## src/rtl/button_ctrl.sv

```systemverilog
// Push-button front end: synchronises raw buttons, debounces one accepted key at a time
// on a shared counter, and emits single-cycle key events with optional auto-repeat.
module button_ctrl #(
  parameter int N_BTN       = 5,
  parameter int DB_CYCLES   = 1000000,
  parameter int REPEAT_DLY  = 50000000,
  parameter int REPEAT_RATE = 10000000,
  parameter int CNT_W       = 27,
  localparam int CODE_W     = (N_BTN > 1) ? $clog2(N_BTN) : 1
) (
  input  logic              clk,
  input  logic              rst_ext,
  input  logic [N_BTN-1:0]  btn_raw,
  input  logic              repeat_en,
  output logic              key_valid,
  output logic [CODE_W-1:0] key_code,
  output logic              key_repeat,
  output logic              busy
);

  // state       | meaning
  // IDLE        | no key accepted, waiting for any synced press
  // DEB_PRESS   | candidate key must stay high for DB_CYCLES
  // HELD        | key accepted; auto-repeat timing when enabled
  // DEB_RELEASE | candidate key must stay low for DB_CYCLES
  // WAIT_ALL    | other keys still down; wait until every key is up
  typedef enum logic [2:0] {
    S_IDLE,
    S_DEB_PRESS,
    S_HELD,
    S_DEB_RELEASE,
    S_WAIT_ALL
  } state_t;

  localparam logic [CNT_W-1:0] DB_LAST   = CNT_W'(DB_CYCLES - 1);
  localparam logic [CNT_W-1:0] DLY_LAST  = CNT_W'(REPEAT_DLY - 1);
  localparam logic [CNT_W-1:0] RATE_LAST = CNT_W'(REPEAT_RATE - 1);

  state_t              state_q, state_d;
  logic [N_BTN-1:0]    sync1_q, sync2_q;
  logic [CNT_W-1:0]    cnt_q, cnt_d, cnt_inc;
  logic [CODE_W-1:0]   cand_q, cand_d, low_idx;
  logic                rep_first_q, rep_first_d;
  logic                key_valid_q, key_valid_d;
  logic [CODE_W-1:0]   key_code_q, key_code_d;
  logic                key_repeat_q, key_repeat_d;
  logic                cand_hit, any_sync;

  always_ff @(posedge clk) begin
    if (rst_ext) begin
      sync1_q      <= '0;
      sync2_q      <= '0;
      state_q      <= S_IDLE;
      cnt_q        <= '0;
      cand_q       <= '0;
      rep_first_q  <= 1'b0;
      key_valid_q  <= 1'b0;
      key_code_q   <= '0;
      key_repeat_q <= 1'b0;
    end else begin
      sync1_q      <= btn_raw;
      sync2_q      <= sync1_q;
      state_q      <= state_d;
      cnt_q        <= cnt_d;
      cand_q       <= cand_d;
      rep_first_q  <= rep_first_d;
      key_valid_q  <= key_valid_d;
      key_code_q   <= key_code_d;
      key_repeat_q <= key_repeat_d;
    end
  end

  // Lowest set index wins when several keys arrive together.
  always_comb begin
    low_idx = '0;
    for (int i = N_BTN - 1; i >= 0; i--) begin
      if (sync2_q[i]) low_idx = CODE_W'(i);
    end
  end

  assign cand_hit = sync2_q[cand_q];
  assign any_sync = |sync2_q;
  assign cnt_inc  = (cnt_q == '1) ? cnt_q : cnt_q + 1'b1;

  always_comb begin
    state_d      = state_q;
    cnt_d        = cnt_inc;
    cand_d       = cand_q;
    rep_first_d  = rep_first_q;
    key_valid_d  = 1'b0;
    key_code_d   = key_code_q;
    key_repeat_d = key_repeat_q;
    unique case (state_q)
      S_IDLE: begin
        if (any_sync) begin
          cand_d  = low_idx;
          state_d = S_DEB_PRESS;
          cnt_d   = '0;
        end
      end
      S_DEB_PRESS: begin
        if (!cand_hit) begin
          state_d = S_IDLE;
          cnt_d   = '0;
        end else if (cnt_q == DB_LAST) begin
          key_valid_d  = 1'b1;
          key_code_d   = cand_q;
          key_repeat_d = 1'b0;
          rep_first_d  = 1'b1;
          state_d      = S_HELD;
          cnt_d        = '0;
        end
      end
      S_HELD: begin
        // Release wins over a repeat threshold reached in the same cycle.
        if (!cand_hit) begin
          state_d = S_DEB_RELEASE;
          cnt_d   = '0;
        end else if (!repeat_en) begin
          cnt_d = '0;
        end else if (cnt_q == (rep_first_q ? DLY_LAST : RATE_LAST)) begin
          key_valid_d  = 1'b1;
          key_code_d   = cand_q;
          key_repeat_d = 1'b1;
          rep_first_d  = 1'b0;
          cnt_d        = '0;
        end
      end
      S_DEB_RELEASE: begin
        if (cand_hit) begin
          state_d     = S_HELD;
          rep_first_d = 1'b1;
          cnt_d       = '0;
        end else if (cnt_q == DB_LAST) begin
          state_d = any_sync ? S_WAIT_ALL : S_IDLE;
          cnt_d   = '0;
        end
      end
      S_WAIT_ALL: begin
        if (!any_sync) begin
          state_d = S_IDLE;
          cnt_d   = '0;
        end
      end
      default: begin
        state_d = S_IDLE;
        cnt_d   = '0;
      end
    endcase
  end

  assign key_valid  = key_valid_q;
  assign key_code   = key_code_q;
  assign key_repeat = key_repeat_q;
  assign busy       = (state_q != S_IDLE);

endmodule

```

## config.mk

```make
export PLATFORM = sky130hd
export DESIGN_NAME = button_ctrl
export DESIGN_NICKNAME = d
export VERILOG_FILES = /design/src/rtl/button_ctrl.sv
export SDC_FILE = /design/constraint.sdc
export NUM_CORES = 1
export LEC_CHECK = 0
export CORE_ASPECT_RATIO = 0.8
export CORE_UTILIZATION = 67
export CTS_BUF_LIST = sky130_fd_sc_hd__clkbuf_16
export CTS_CLUSTER_SIZE = 14
export DETAILED_ROUTE_END_ITERATION = 10
export DONT_BUFFER_PORTS = 1
export GPL_TIMING_DRIVEN = 0
export PLACE_DENSITY = 0.8
export SLEW_MARGIN = 20
export SYNTH_ARGS = -nofsm -noshare
export SYNTH_HDL_FRONTEND = slang
export SYNTH_SLANG_ARGS = --single-unit
```

## constraint.sdc

```tcl
create_clock -name clk -period 6.55 [get_ports clk]
set_input_delay 1.31 -clock clk [delete_from_list [all_inputs] [get_ports clk]]
set_output_delay 1.31 -clock clk [all_outputs]
set_load 0.05 [all_outputs]
```

* Word-level counts from Yosys, hierarchy flattened
Cells that the tools add are included.
** Storage, ports and cells
- Bits in registers :: 49
** Operators by class
- Multiplexer cells :: 52
- $lt $le $gt $ge :: 1
- Eq/ne operators :: 18
- Add/subtract/negate cells :: 1
- Reduce and logical (&&, ||, !) cells :: 9
** Operators with widths (number)
- 27-bit two-way mux :: 9
- 27-bit one-hot mux with 5 select lines :: 1
- 3-bit two-way mux :: 18
- 27-bit by 1-bit adder with 27-bit output, second input constant :: 1
- 27-bit by 20-bit == test with 1-bit output, second input constant :: 1
- 27-bit by 26-bit == test with 1-bit output :: 1
- 27-bit == test, second input constant :: 1
- 26-bit two-way mux :: 1
- 2-bit != test, second input constant :: 9
- 1-bit two-way mux :: 17
- 3-bit one-hot mux with 5 select lines :: 1
- 7-bit AND reduction :: 1
- 3-bit by 2-bit == test with 1-bit output, second input constant :: 2
- 3-bit != test, second input constant :: 2
- 3-bit one-hot mux with 2 select lines :: 1
- 6-bit AND reduction :: 1
- 3-bit nonzero test :: 2
- 5-bit AND reduction :: 1
- 5-bit OR reduction :: 1
- 3-bit by 4-bit < comparator with 1-bit output, second input constant :: 1
- 1-bit one-hot mux with 2 select lines :: 2
- 1-bit binary-select mux with 3-bit select :: 1
- 3-bit by 1-bit == test with 1-bit output, second input constant :: 1
- 3-bit == test, second input constant :: 1
- other kinds (4) :: 4

* Depth between registers and ports, before layout
- Depth in word-level cells :: 6
- Mapped depth :: 9

* Least setup slack after synthesis
Ideal clock, no wire load.
- Path kind :: reg2reg
- Start :: register cnt_q[10]
- End :: register cnt_q[10]
- Path slack :: 4.000 ns
- Data arrival time :: 2.418 ns
- Cell stages (with the launch flop) :: 9
- Library setup time :: 0.131 ns
- Path buffers :: 2
- Clock period less this slack :: 2.550 ns
- Path through :: dfxtp_1 -> buf_6 -> or4_1 -> or4_4 -> nor4_4 -> nor4b_1 -> o31ai_4 -> buf_6 -> a21oi_1
** Between the ends
- Word-level cells in the longest chain between the ends :: 6
- Elaborated cells on any way between the ends :: 14
- Those cells by class :: 1 x add/sub; 3 x eq/ne; 10 x mux
** Ends and longest elaborated chain
- start: declaration :: RTL line 41 : logic [CNT_W-1:0] cnt_q, cnt_d, cnt_inc;
- start signal: assignment :: RTL line 64 : cnt_q <= cnt_d;
- 27-bit by 1-bit adder with 27-bit output / 27-bit == test (equally long branches) :: RTL line 83 : assign cnt_inc = (cnt_q == '1) ? cnt_q : cnt_q + 1'b1;
- 27-bit two-way mux :: RTL line 83
- 27-bit two-way mux :: RTL line 121 : end else if (cnt_q == (rep_first_q ? DLY_LAST : RATE_LAST)) begin
- 27-bit two-way mux :: RTL line 119 : end else if (!repeat_en) begin
- 27-bit two-way mux :: RTL line 116 : if (!cand_hit) begin
- 27-bit one-hot mux with 5 select lines (*) :: RTL line 93 : unique case (state_q)
Mark *: on every way between the ends. The rest lies on a longest branch, timed or not.
A chain may end at the register's enable or synchronous reset.

* Worst setup path in the final report
- Start :: register cnt_q[0]
- End :: register key_code_q[0] (netlist: key_code[0])
** Between the ends
- Word-level cells in the longest chain between the ends :: 3
- Elaborated cells on any way between the ends :: 5
- Those cells by class :: 4 x eq/ne; 1 x reduce/logical
** Ends and longest elaborated chain
- 27-bit by 26-bit == test with 1-bit output / 27-bit by 20-bit == test with 1-bit output (equally long branches) :: RTL line 121, 105
- 2-bit != test (no line)
- 6-bit AND reduction (no line) (*)
- end signal: assignment :: RTL line 68 : key_code_q <= key_code_d;
- end: declaration :: RTL line 45 : logic [CODE_W-1:0] key_code_q, key_code_d;
Marked as above.

==> metrics <==
synthesized area per cell=8.833 µm²; Worst Setup End Kind=flip-flop; post_cts resized=0; HP Class=reg2reg; data arrival time of the critical path=around 3.2 ns; post-CTS setup repair buffer count=0; drt first pass iters=5; Switching Fraction=23.89%; static leakage=0.0008473 µW; PwrDens=around 220 nW/µm²; fraction of the mapped netlist area in adder cells=0.4953%; CTS Buffer Depth=2; Final HPWL DP=around 3.9 mm; global route overflow=0; CTS clk-pin slew, worst paths=around 0.07 ns; Synth Flop Type=dfxtp_1; Placed Cells=roughly 330; antenna fix cells=0; #FFs+latches synth=49; status=complete, no violations; global-route wire length before repair=~9.1 mm; final hold vios=0; Layout Nets=302; CTS tree=yes; main area contributors after synthesis=dfxtp_1 (39%), a21oi_1 (5.9%), xnor2_1 (4.9%); Die W=70.65 µm; initial antenna violation count=0; area occupied by multi-input gates=1441 µm²; Cell Int Power=462.2 µW; Top Layer Used=met4; Seq pwr share=50.7%; placed standard-cell area=2579 µm²; Final Slew Violations=0; antenna-violating nets left=0; clock root buffer=clkbuf_16; GRT Resource Usage Total=between 20% and 30%; Metal-1 WL=roughly 2.8 mm; metal2 WL=2.228 mm; Rows=19; post-synthesis simple-gate area fraction=~31%; fin crit share=45.28%; Max VDD drop=0.0001977 V; clock network fraction of design power=a little over two fifths; Max-slew headroom=35.30%; post-route cell area=~2700 µm²; Final setup viols=0; RSZ-0062 raised after global routing=false; Seq/Total Area, Yosys=38.83%; Die Area=just over 4000 µm²; Layout Cells excl Fill=336; Compound-Gate Fraction of Synth Area=13.97%; Fmax=337.2 MHz; largest family of logic cells by synthesized area=simple AND/OR/NAND/NOR gates; vias=2143; number of flops mapped to enable cells by yosys=0; measured slew at the worst slew-check pin=0.9625 ns; Synth top area share=38.83%; CTS Buf Count=5; drt drc=0; CP max FO=7; cell area after synthesis=2526 µm²; final wirelength=between 5 and 6 mm; post-DR vias/cell=6.378; dominant cell type by area after synthesis=dfxtp_1; die height=about 57 µm; Filler cells=256; number of max-cap violations=0; GPL Wtd Cong=0.9315; startpoint types=flip-flop; Tot Pwr=between 600 and 700 µW; H-tree depth=2; I/O Buffers=0; Yosys warnings=0; core area=3518 µm²; critical path data required time=6.77 ns; Seq. cell area=980.9 µm²; switching power=145.0 µW; largest net degree at the start of global routing=19; Post-synth ARST share=0%; Starting Density=71.80%; Gate power share=between 6 and 7%; latest clock arrival within the worst-skew pair=0.29 ns; Distinct cells, synth=50; io pins=14; Syn Inst Count=between 200 and 300; WL per Instance=16.04 µm; Starting DRT DRC Count=200; critical path class=reg2reg; Synth Area in XOR/XNOR=around 8.3%; number of global-route vias before repair=1930; mux cell area share after synthesis=3.616%; TNS Setup=0 ns; Layout area overhead=8.073%; Post-Synthesis Net Count=295; minimum clock period=2.966 ns; hold_buf cts=0; clk sinks=49; WL met3=330 µm; fraction of layout cells with a size suffix above 1=9.184%; Min Hold Slack=0.4382 ns; Final Skew=slightly above 0.009 ns
critical path, cell delays in order, from the launching register on:
cell and delay, ns:
dfxtp_1 0.38, ha_1 0.22, nand4_1 0.30, nor2_1 0.28
or4b_2 0.69, o22a_1 0.27, a2111oi_4 0.51, mux2i_1 0.24
state kept, by name, summed over array words and instances (netlist names):
signal and flops:
key_valid 1, key_code 3, sync1_q 5, rep_first_q 1
sync2_q 5, key_repeat 1, state_q 3, cnt_q 27
cand_q 3
power by group through the flow:
stage,Combinational [µW],Sequential [µW],Clock (µW)
floorplan,30.7,314,0
global placement,36.4,315,0
detailed placement,37.3,315,0
CTS,37.6,308,264
global route,41.6,309,278
finish,37.7,308,261
layer usage:
metal  vias up  global-route usage [%]
li1       1053                       -
met1      1005                   43.43
met3        12                   5.925
met2        73                   43.27
met4         0                   8.000
met5         -                       0
layout by cell type, fill, tap and decap left out, types with 5 or more instances in the layout:
cell / count
clkbuf_1: 7
nand2_1: 20
dfxtp_1: 49
nor2_1: 20
nor3_1: 10
xor2_1: 10
nor2b_1: 10
nand4_1: 10
mux2i_1: 8
xnor2_1: 14
nand3_1: 17
nand2b_1: 8
clkbuf_16: 5
inv_1: 9
a21oi_1: 30
area by class of cell:
type	count	area share, %
flip-flops and latches	49	35.93
well taps	42	1.925
multi-input cells	216	52.80
clock inverters	3	0.9624
clock buffers	5	4.583
inverters	9	1.237
plain buffers	12	2.566
Yosys cell counts, drive strengths merged, types with 2 or more instances:
library cell,instances
xnor2,14
or4,5
and4,3
nand3b,3
buf,5
nand3,17
or3,4
o311ai,2
nor2b,10
xor2,10
inv,9
and3,2
nand4,10
nand4b,3
a21boi,2
clkbuf,7
nand2,20
nor3,10
a211oi,3
nand2b,8
or2,2
nor3b,3
dfxtp,49
nor2,20
nor4,7
nor4b,3
a21oi,32
mux2i,8
path summary, 6_finish.rpt:
kind                                 start     endpoint  slack, ns  cells after the start
worst max-delay path              cnt_q[0]  key_code[0]       3.58                      7
worst min-delay path            sync1_q[4]   sync2_q[4]       0.44                      1
worst max register to register    cnt_q[0]  key_code[0]       3.58                      7
worst min register to register  sync1_q[4]   sync2_q[4]       0.44                      1
metrics by stage:
| stage | worst slack, ns | utilization, % |
|---|---|---|
| 2_1_floorplan | 4.000 | - |
| 3_3_place_gp | 3.661 | 73.29 |
| 3_5_place_dp | 3.641 | 73.29 |
| 4_1_cts | 3.623 | 77.60 |
| 5_1_grt | 3.430 | 77.60 |
| 6_report | 3.584 | 77.60 |
cells by family (layout without fill, tap and decap cells):
| family | count (synthesis) | in the layout |
|---|---|---|
| AO/OA/AOI/OAI | 49 | 49 |
| buffers and inverters | 21 | 29 |
| adder cells (fa/ha/maj) | 1 | 1 |
| XOR/XNOR | 24 | 24 |
| multiplexers | 9 | 9 |
| AND/OR/NAND/NOR | 133 | 133 |
| flip-flops | 49 | 49 |
No activity file was read; power rests on OpenSTA's default activity.
